`src/rtl/ps2_keyboard_rx.sv`:
```
// PS/2 set-2 keyboard receiver: deserialises frames and tracks E0/F0 prefixes into a held-key level.
// Optional mid-frame idle timeout is compiled in with PS2_TIMEOUT_EN.
module ps2_keyboard_rx #(
  parameter int TIMEOUT_CYCLES = 100000
) (
  input  logic       clk,
  input  logic       rst,
  input  logic       ps2_clk,
  input  logic       ps2_data,
  output logic       keypress,
  output logic [7:0] keycode,
  output logic       extended,
  output logic       code_valid,
  output logic       frame_err
);

  typedef enum logic [1:0] {IDLE, DATA, PARITY, STOP} state_t;

  state_t     state;
  logic [1:0] clk_sync, data_sync;
  logic       clk_prev;
  logic [7:0] shift;
  logic [2:0] bit_cnt;
  logic       par_bit;
  logic       ext_f, brk_f;
  logic       fall;
  logic       ignored;

  assign fall    = clk_prev & ~clk_sync[1];
  // Keyboard ack/BAT/echo/resend/error bytes never describe a key.
  assign ignored = (shift == 8'hFA) || (shift == 8'hAA) || (shift == 8'hEE) ||
                   (shift == 8'hFE) || (shift == 8'hFC) || (shift == 8'h00) ||
                   (shift == 8'hFF);

`ifdef PS2_TIMEOUT_EN
  localparam int TO_W = $clog2(TIMEOUT_CYCLES + 1);
  logic [TO_W-1:0] to_cnt;
`else
  logic unused_timeout;
  assign unused_timeout = (TIMEOUT_CYCLES != 0);
`endif

  always_ff @(posedge clk) begin
    if (rst) begin
      clk_sync   <= 2'b11;
      data_sync  <= 2'b11;
      clk_prev   <= 1'b1;
      state      <= IDLE;
      shift      <= 8'h00;
      bit_cnt    <= 3'd0;
      par_bit    <= 1'b0;
      ext_f      <= 1'b0;
      brk_f      <= 1'b0;
      keypress   <= 1'b0;
      keycode    <= 8'h00;
      extended   <= 1'b0;
      code_valid <= 1'b0;
      frame_err  <= 1'b0;
`ifdef PS2_TIMEOUT_EN
      to_cnt     <= '0;
`endif
    end else begin
      clk_sync   <= {clk_sync[0], ps2_clk};
      data_sync  <= {data_sync[0], ps2_data};
      clk_prev   <= clk_sync[1];
      code_valid <= 1'b0;
      frame_err  <= 1'b0;
      if (fall) begin
        case (state)
          IDLE: if (!data_sync[1]) begin
            state   <= DATA;
            bit_cnt <= 3'd0;
          end
          DATA: begin
            shift   <= {data_sync[1], shift[7:1]};
            bit_cnt <= bit_cnt + 3'd1;
            if (bit_cnt == 3'd7) state <= PARITY;
          end
          PARITY: begin
            par_bit <= data_sync[1];
            state   <= STOP;
          end
          STOP: begin
            state <= IDLE;
            if (data_sync[1] && (^{shift, par_bit})) begin
              code_valid <= 1'b1;
              if (shift == 8'hE0) begin
                ext_f <= 1'b1;
              end else if (shift == 8'hF0) begin
                brk_f <= 1'b1;
              end else begin
                ext_f <= 1'b0;
                brk_f <= 1'b0;
                if (ignored) begin
                  // flags cleared, outputs untouched
                end else if (brk_f) begin
                  // Only releasing the key currently reported drops keypress.
                  if (shift == keycode && ext_f == extended) keypress <= 1'b0;
                end else begin
                  keycode  <= shift;
                  extended <= ext_f;
                  keypress <= 1'b1;
                end
              end
            end else begin
              frame_err <= 1'b1;
            end
          end
          default: state <= IDLE;
        endcase
      end
`ifdef PS2_TIMEOUT_EN
      // Edges and timeout are mutually exclusive, so the state override cannot collide.
      if (fall) begin
        to_cnt <= '0;
      end else if (state != IDLE) begin
        if (to_cnt == TO_W'(TIMEOUT_CYCLES)) begin
          state     <= IDLE;
          frame_err <= 1'b1;
          to_cnt    <= '0;
        end else begin
          to_cnt <= to_cnt + 1'b1;
        end
      end
`endif
    end
  end

endmodule

```
`config.mk`:
```
export PLATFORM = sky130hd
export DESIGN_NAME = ps2_keyboard_rx
export DESIGN_NICKNAME = d
export VERILOG_FILES = /design/src/rtl/ps2_keyboard_rx.sv
export SDC_FILE = /design/constraint.sdc
export NUM_CORES = 1
export LEC_CHECK = 0
export ABC_CLOCK_PERIOD_IN_PS = 4050
export BUFFER_PORTS_ARGS = -buffer_cell sky130_fd_sc_hd__buf_2
export CORE_ASPECT_RATIO = 0.8
export CORE_UTILIZATION = 51
export CTS_CLUSTER_SIZE = 30
export DETAILED_ROUTE_END_ITERATION = 8
export PLACE_DENSITY = 0.69
export SLEW_MARGIN = 20
export SYNTH_ARGS = -nofsm -noshare
export SYNTH_HDL_FRONTEND = slang
export SYNTH_SLANG_ARGS = --single-unit
```
`constraint.sdc`:
```
create_clock -name clk -period 4.05 [get_ports clk]
set_clock_uncertainty 0.05 [all_clocks]
set_input_delay 0.405 -clock clk [delete_from_list [all_inputs] [get_ports clk]]
set_output_delay 0.405 -clock clk [all_outputs]
set_load 0.01 [all_outputs]
```
Word-level counts from Yosys, hierarchy flattened
Cells that the tools add are included.
{ "word_totals": {"output_inout_bits": 12, "regBits": 33, "word_cells": 74} }
{ "classes": {"n_reduce_logical": 21, "muxes": 12, "bitwise_logic": 8, "add_sub_neg": 1, "eq_ne": 18} }
{ "ops": {"columns": ["cell", "n"], "rows": [
  ["$eq 8x8->1 const B", 8],
  ["$reduce_and 7->1", 2],
  ["$reduce_xor 9->1", 1],
  ["$eq 8x8->1", 1],
  ["$logic_not 8->1", 1],
  ["$pmux 2 s4", 1],
  ["$reduce_and 4->1", 2],
  ["$mux 1", 7],
  ["$not 1->1", 7],
  ["$logic_or 1x1->1", 6],
  ["$ne 2x2->1 const B", 3],
  ["$pmux 3 s2", 1],
  ["$reduce_and 3->1", 2],
  ["$eq 2x2->1 const B", 2],
  ["$mux 2", 2],
  ["$reduce_and 2->1", 2],
  ["$add 3x1->3 const B", 1],
  ["$eq 3x3->1 const B", 1],
  ["$mux 3", 1],
  ["$reduce_or 3->1", 1],
  ["$eq 2x1->1 const B", 1],
  ["$logic_and 1x1->1", 2],
  ["$logic_not 2->1", 1],
  ["$ne 2x1->1 const B", 1],
  ["3 further kinds", 3]
]} }

Longest topological paths before layout
Gate-level depths: netlist of run 1.
{ "logic_depth": {"word_depth": 9, "ltp_mapped": 8, "ltp_nobuf": 7} }

Least setup slack after synthesis of run 1
OpenSTA, ideal clock, no wires.
{ "synth_path": {"path_type": "reg2reg", "start": "reg shift[1]", "end": "reg keypress", "synth_period_minus_slack_ns": 1.820, "path_slack_ns": 2.230, "arrival_ns": 1.655, "n_path_buf": 1, "stages_incl_launch_ff": 7, "setup_time_ns": 0.115, "t_required_ns": 3.885, "cell_sequence": "dfxtp_1 > buf_6 > xnor2_2 > xnor3_2 > xnor2_4 > o41a_1 > o21a_1"} }
{ "synth_between": {"elab_chain_cells": 9, "elab_cells_between_ends": 24} }
{ "synth_rtl": {"columns": ["item", "line_no", "text"], "rows": [
  ["start, declared", "22", "logic [7:0] shift;"],
  ["start signal, assigned", "75", "shift <= {data_sync[1], shift[7:1]};"],
  ["$eq 8x8->1", "31", "assign ignored = (shift == 8'hFA) || (shift == 8'hAA) || (shift == 8'hEE) ||"],
  ["$logic_or 1x1->1 (3 in series)", "31", null],
  ["$logic_or 1x1->1 (3 in series)", "32", "(shift == 8'hFE) || (shift == 8'hFC) || (shift == 8'h00) ||"],
  ["$not 1->1 (no source line)", null, null],
  ["$reduce_and 7->1 (no source line) (*)", null, null],
  ["end signal, assigned", "54", "keypress <= 1'b0;"],
  ["end signal, assigned", "98", "if (shift == keycode && ext_f == extended) keypress <= 1'b0;"],
  ["end signal, assigned", "102", "keypress <= 1'b1;"],
  ["end, declared", "10", "output logic keypress,"]
]} }
Mark *: on every way between the ends. The rest lies on a longest branch, timed or not.
A chain may end at the register's enable or synchronous reset.

Final worst setup path of run 1
{ "layout_path": {"start": "reg shift[6]", "end": "reg keycode[2]"} }
{ "layout_between": {"elab_chain_cells": 9, "elab_cells_between_ends": 21} }
{ "layout_rtl": {"columns": ["item", "line_no", "text"], "rows": [
  ["$eq 8x8->1", "31", null],
  ["$logic_or 1x1->1 (3 in series)", "31", null],
  ["$logic_or 1x1->1 (3 in series)", "32", null],
  ["$not 1->1 (no source line)", null, null],
  ["$reduce_and 7->1 (no source line) (*)", null, null],
  ["end signal, assigned", "100", "keycode <= shift;"],
  ["end, declared", "11", "output logic [7:0] keycode,"]
]} }
Marked as above.

==> flow_summary.json, run 1 <==
{
  "yosys-top-cells-area": "dfxtp_1 (40%), mux2i_1 (9.8%), nand2_1 (5.7%)",
  "drive_above_1_share_pct": 16.13,
  "hold_path.class": "primary input to register",
  "cts_setup_buffers": 0,
  "ys_seq_area_share_pct": 40.37,
  "rows": 17,
  "period_share_pct": 52.21,
  "io-pin-count": 16,
  "clk_pin_slew_worst_paths_ns": 0.07,
  "cpPeakStageDelay_ns": 0.54,
  "grt_max_degree": 23,
  "pre_cts_slack_ns": 1.955,
  "drt_wl_total_um": 3005,
  "drv_cap": 0,
  "setup_viol": 0,
  "cts_max_path_buffers": 2,
  "rsz0062_at_grt": "false",
  "yosysTopAreaCellShare_pct": 40.37,
  "h-tree-depth": 2,
  "path_buf_inv": 1,
  "yosysMostFrequentCell": "dfxtp_1",
  "tightestPinTransition_ns": 0.5027,
  "finalMaxSlewViolations": 0,
  "dieArea_mm2": 0.003441,
  "fin_crit_ns": 2.114,
  "vias_per_cell": 5.420,
  "core-area_mm2": 0.002893,
  "start_kind": "register",
  "critical_path_class": "register to register",
  "status": "finished clean",
  "setup_ws_ns": 1.936,
  "grtUsageTotal_pct": 20.13,
  "antennaDiodeCount": 0,
  "cts_buffers": 5,
  "first_pass_iters": 4,
  "fill_cells": 264,
  "tns_ns": 0,
  "num-nets-final": 195,
  "gp_congestion": 0.7522,
  "wl_per_cell_um": 13.42,
  "synthCells": 177,
  "start_util_pct": 56.57,
  "synth_top_flop_cell": "dfxtp_1",
  "initialDrtViolationCount": 54,
  "vias": 1214,
  "drc_errors": 0,
  "cts-resized-gates": 0,
  "yosysUniqueCellTypes": 37,
  "ir_worst_vdd_mv": 0.2883,
  "dp_hpwl_um": 2177,
  "grt_pass1_wl_um": 4981,
  "synthArstFlopShare_pct": 0,
  "synth-edff-count": 0,
  "cts_tree": "yes",
  "synth_common_cells": "dfxtp_1 (33), nand2_1 (25), mux2i_1 (16)",
  "die_h_um": 52.67,
  "cp.arrival_ns": 2.28,
  "fmax_mhz": 472.9,
  "p_per_area_mw_per_mm2": 363.9,
  "worstSetupEndpointType": "register",
  "holdBufCountCts": 0,
  "crit_fanout": 11,
  "layout-area-overhead-vs-synth_pct": 9.480,
  "synth.ff_latch_count": 33,
  "cts.sinks": 33,
  "hold_viol": 0,
  "root_buffer": "clkbuf_8",
  "maxSlewHeadroom_pct": 66.42,
  "leakage_uw": 0.0007633,
  "port_buffers": 15,
  "rrSetupSlack_ns": 1.94,
  "cp_top_family": "XOR/XNOR gates",
  "grt_overflow_total": 0,
  "worstSkewPairLatency_ns": 0.28,
  "synth_warnings": 0,
  "detail-route-antenna-nets": 0,
  "grt_pass1_vias": 1117,
  "synth_top_area_cell": "dfxtp_1",
  "critical_path_required_ns": 4.21,
  "crit_slowest_cell": "dfxtp_1",
  "syn-num-nets": 187,
  "syn_area_mm2": 0.001637,
  "antenna_found_initial": 0,
  "die_w_um": 65.34,
  "avgSynthCellArea_um2": 9.246,
  "crit_chain": "xnor2_1 > xnor3_2 > xnor2_4 > nor4_2 > buf_4 > mux2i_1"
}
logic make-up after synthesis:
kind of cell,synth area share (%)
AO/OA/AOI/OAI,8.563
XOR/XNOR,11.54
adder cells (fa/ha/maj),4.587
buffers and inverters,6.727
flip-flops,40.37
multiplexers,9.786
AND/OR/NAND/NOR,18.43
final cells by class:
class                   instances  area, um^2  area share (%)
clock buffers                   7       86.33           4.818
repair buffers                 16       82.58           4.609
multi-input cells             124       865.8           48.32
well taps                      38       47.55           2.654
clock inverters                 1       30.03           1.676
flip-flops and latches         33       660.6           36.87
inverters                       5       18.77           1.047
power breakdown:
group / total (uW) / switching [uW] / internal, uW
combinational: 12.5 / 8.97 / 3.52
sequential: 328 / 1.24 / 327
clock: 311 / 111 / 200
total: 652 / 121 / 531
metal layers:
metal  routed length [um]  up-vias  global-route usage (%)
li1                     -      607                       -
met1                 1456      572                   25.27
met2                 1355       29                   31.27
met3                  146        6                   6.304
met4                   47        0                   9.783
met5                    0        -                       0
per-stage QoR:
step                hold slack [ns]  area [um^2]  std cells  power, uW  utilization (%)
finish                       0.2537         1792        224      652.0            61.94
global route                 0.2606         1792        224      670.2            61.94
CTS                          0.2501         1792        224      657.2            61.94
detailed placement           0.3500         1675        216      347.8            57.92
global placement             0.3375         1675        216      347.1            57.92
floorplan                    0.3332         1637        177      344.4                -
registers in the layout, indices dropped and copies added (netlist names):
register and flops:
par_bit 1, clk_prev 1, frame_err 1, bit_cnt 3, keypress 1, data_sync 2, shift 8, clk_sync 2
keycode 8, ext_f 1, code_valid 1, state 2, extended 1, brk_f 1
worst paths after layout:
check,startpoint,to,cells past startpoint
setup reg to reg,shift[6],keycode[2],6
setup / recovery,shift[6],keycode[2],6
hold / removal,ps2_clk,clk_sync[0],2
hold reg to reg,clk_sync[0],clk_sync[1],1
cells in the final DEF (no fill, tap or decap), drive strengths merged:
master  synthesis  routed
a32oi           2       2
ha              6       6
o2111a          1       1
or2             5       5
nor3b           1       1
buf             7      16
nor3            5       5
nor2           14      14
a211oi          1       1
nand2          25      25
nand4           2       2
xor2            7       7
nor2b           2       2
o22ai           2       2
xnor2           8       8
a21boi          1       1
bufinv          0       1
a21oi           8       8
mux2i          16      16
nand3           7       7
or3             1       1
nand2b          1       1
o21a            3       3
dfxtp          33      33
xnor3           1       1
inv             5       5
clkbuf          8       7
nor4            2       2
o41a            1       1
o21ai           2       2
Power figures use the tool's default switching activity.
==> inputs of run 2 (changes only) <==
--- a/config.mk
+++ b/config.mk
@@ -5,13 +5,13 @@
 export SDC_FILE = /design/constraint.sdc
 export NUM_CORES = 1
 export LEC_CHECK = 0
-export ABC_CLOCK_PERIOD_IN_PS = 4050
+export ABC_CLOCK_PERIOD_IN_PS = 1800
 export BUFFER_PORTS_ARGS = -buffer_cell sky130_fd_sc_hd__buf_2
 export CORE_ASPECT_RATIO = 0.8
 export CORE_UTILIZATION = 51
 export CTS_CLUSTER_SIZE = 30
 export DETAILED_ROUTE_END_ITERATION = 8
-export PLACE_DENSITY = 0.69
+export PLACE_DENSITY = 0.72
 export SLEW_MARGIN = 20
 export SYNTH_ARGS = -nofsm -noshare
 export SYNTH_HDL_FRONTEND = slang
==> constraint.sdc (replaced) <==
create_clock -name clk -period 1.8 [get_ports clk]
set_clock_uncertainty 0.05 [all_clocks]
set_input_delay 0.18 -clock clk [delete_from_list [all_inputs] [get_ports clk]]
set_output_delay 0.18 -clock clk [all_outputs]
set_load 0.01 [all_outputs]
==> run 2 against run 1 <==
Against the previous run: the run now ends with setup timing left; clock power rose by 95%; sequential power rose by 120%; total power rose by 110%; worst hold slack got worse by 0.22 ns; critical path depth did not move; die area did not move; first-iteration DRC count fell by 20%; sequential share of layout area fell by 2.1 points; critical path type unchanged; critical endpoint is now keycode[3]; largest power group unchanged.
==> flow_summary.json, run 2 (synthesized netlist as in run 1, its figures left out) <==
{
  "setup_ws_ns": -0.06068,
  "worstSetupEndpointType": "register",
  "die_w_um": 65.34,
  "dp_hpwl_um": 2257,
  "start_util_pct": 56.57,
  "finalPower_uw": 1375,
  "gp_congestion": 0.8009,
  "final_common_cell": "dfxtp_1",
  "grt_pass1_wl_um": 5526,
  "drt_wl_total_um": 3265,
  "initialDrtViolationCount": 43,
  "start_kind": "register",
  "setup_viol": 10,
  "h-tree-depth": 2,
  "status": "complete, but fails checks",
  "holdBufCountCts": 0,
  "final-seq-area_um2": 670.6,
  "vias": 1256,
  "grtUsageTotal_pct": 21.71,
  "met2_length_um": 1532,
  "port_buffers": 15,
  "p_per_area_mw_per_mm2": 712.0,
  "holdWs_ns": 0.03100,
  "crit_fanout": 5,
  "layout-area-overhead-vs-synth_pct": 17.97,
  "grt_overflow_total": 0,
  "fill_cells": 254,
  "die_h_um": 52.67,
  "final_area_mm2": 0.001931,
  "core-area_mm2": 0.002893,
  "worstSkewPairLatency_ns": 0.27,
  "hold_path.class": "primary input to register",
  "hold_viol": 0,
  "fin_crit_ns": 1.861,
  "met3_length_um": 93,
  "highest-signal-layer": "met4",
  "cts_max_path_buffers": 2,
  "critical_path_class": "register to register",
  "violations": "setup timing",
  "drc_errors": 0,
  "multi_input_area_um2": 885.9,
  "io-pin-count": 16,
  "drive_above_1_share_pct": 26.50,
  "fmax_mhz": 537.4,
  "top_regs": "keycode x8, shift x8, bit_cnt x3",
  "most-common-layout-cells": "dfxtp_1 (27), nand2_1 (25), mux2i_1 (16), buf_2 (15), nor2_1 (14)",
  "cts.sinks": 33,
  "leakage_uw": 0.0008426,
  "num-nets-final": 209,
  "antennaDiodeCount": 0,
  "rows": 17,
  "drv_cap": 0,
  "vias_per_cell": 5.277,
  "dpl_cell_area_mm2": 0.001773,
  "finalMaxSlewViolations": 0,
  "ir_worst_vdd_mv": 0.5514,
  "clk_pin_slew_worst_paths_ns": 0.07,
  "cts_tree": "yes",
  "wl_per_cell_um": 13.72,
  "first_pass_iters": 4,
  "tightestPinTransition_ns": 0.4208,
  "antenna_found_initial": 0,
  "dieArea_mm2": 0.003441,
  "cts_buffers": 5,
  "root_buffer": "clkbuf_8",
  "maxSlewHeadroom_pct": 71.88,
  "detail-route-antenna-nets": 0,
  "rsz0062_at_grt": "true",
  "period_share_pct": 103.4,
  "grt_pass1_vias": 1222,
  "cp.arrival_ns": 2.01,
  "met1Wirelength_um": 1614,
  "grt_max_degree": 23,
  "critical_path_required_ns": 1.95
}
run 2: changes by cell type in the layout (fill, tap and decap cells not counted), sizes merged:
cell / delta
bufinv: -1
buf: +14
clkinv: +1
run 2: final timing paths:
check                           depth (start not counted)      endpoint          from  slack [ns]
worst min register to register                          1  data_sync[1]  data_sync[0]        0.36
worst max register to register                          6    keycode[3]      shift[6]       -0.06
worst min-delay path                                    2   clk_sync[0]       ps2_clk        0.03
worst max-delay path                                    6    keycode[3]      shift[6]       -0.06
run 2: power breakdown:
group / switching [uW] / internal [uW] / leakage (uW) / total (uW)
Sequential: 2.54 / 733 / 0.000270 / 736
Clock: 263 / 346 / 0.0000542 / 608
Combinational: 20.9 / 9.44 / 0.000518 / 30.3
run 2: worst max-delay path, cell delays in order (launching register included):
cell     delay [ns]
dfxtp_2        0.33
xnor2_1        0.15
xnor3_2        0.49
xnor2_4        0.17
nor4_4         0.22
buf_6          0.19
mux2i_1        0.19
run 2: layout make-up:
| cell class | instances | area share, % |
|---|---|---|
| Multi-Input combinational cell | 124 | 45.88 |
| Sequential cell | 33 | 34.74 |
| Timing Repair Buffer | 30 | 10.69 |
| Clock buffer | 7 | 4.990 |
| Tap cell | 38 | 2.463 |
| Inverter | 5 | 0.9721 |
| Clock inverter | 1 | 0.2592 |
run 2: metrics by stage:
step | std cells | setup WS [ns] | TNS, ns | util, %
5_1_grt | 238 | -0.1297 | -1.192 | 66.74
4_1_cts | 237 | -0.07785 | -0.6078 | 65.96
3_3_place_gp | 228 | -0.01182 | -0.01787 | 61.29
2_1_floorplan | 177 | 0.02331 | 0 | -
6_report | 238 | -0.06068 | -0.4163 | 66.74
3_5_place_dp | 228 | -0.06674 | -0.4521 | 61.29
run 2: layer usage:
metal	up-vias	global-route usage, %
li1	633	-
met4	0	5.435
met2	20	35.74
met5	-	0
met1	598	28.57
met3	5	5.217
run 2: what timing repair did:
item	in CTS	in global routing
pin swaps	2	2
endpoints found under the setup margin	11	12
setup buffers	0	1
gates resized for setup	11	6
cloned	1	0
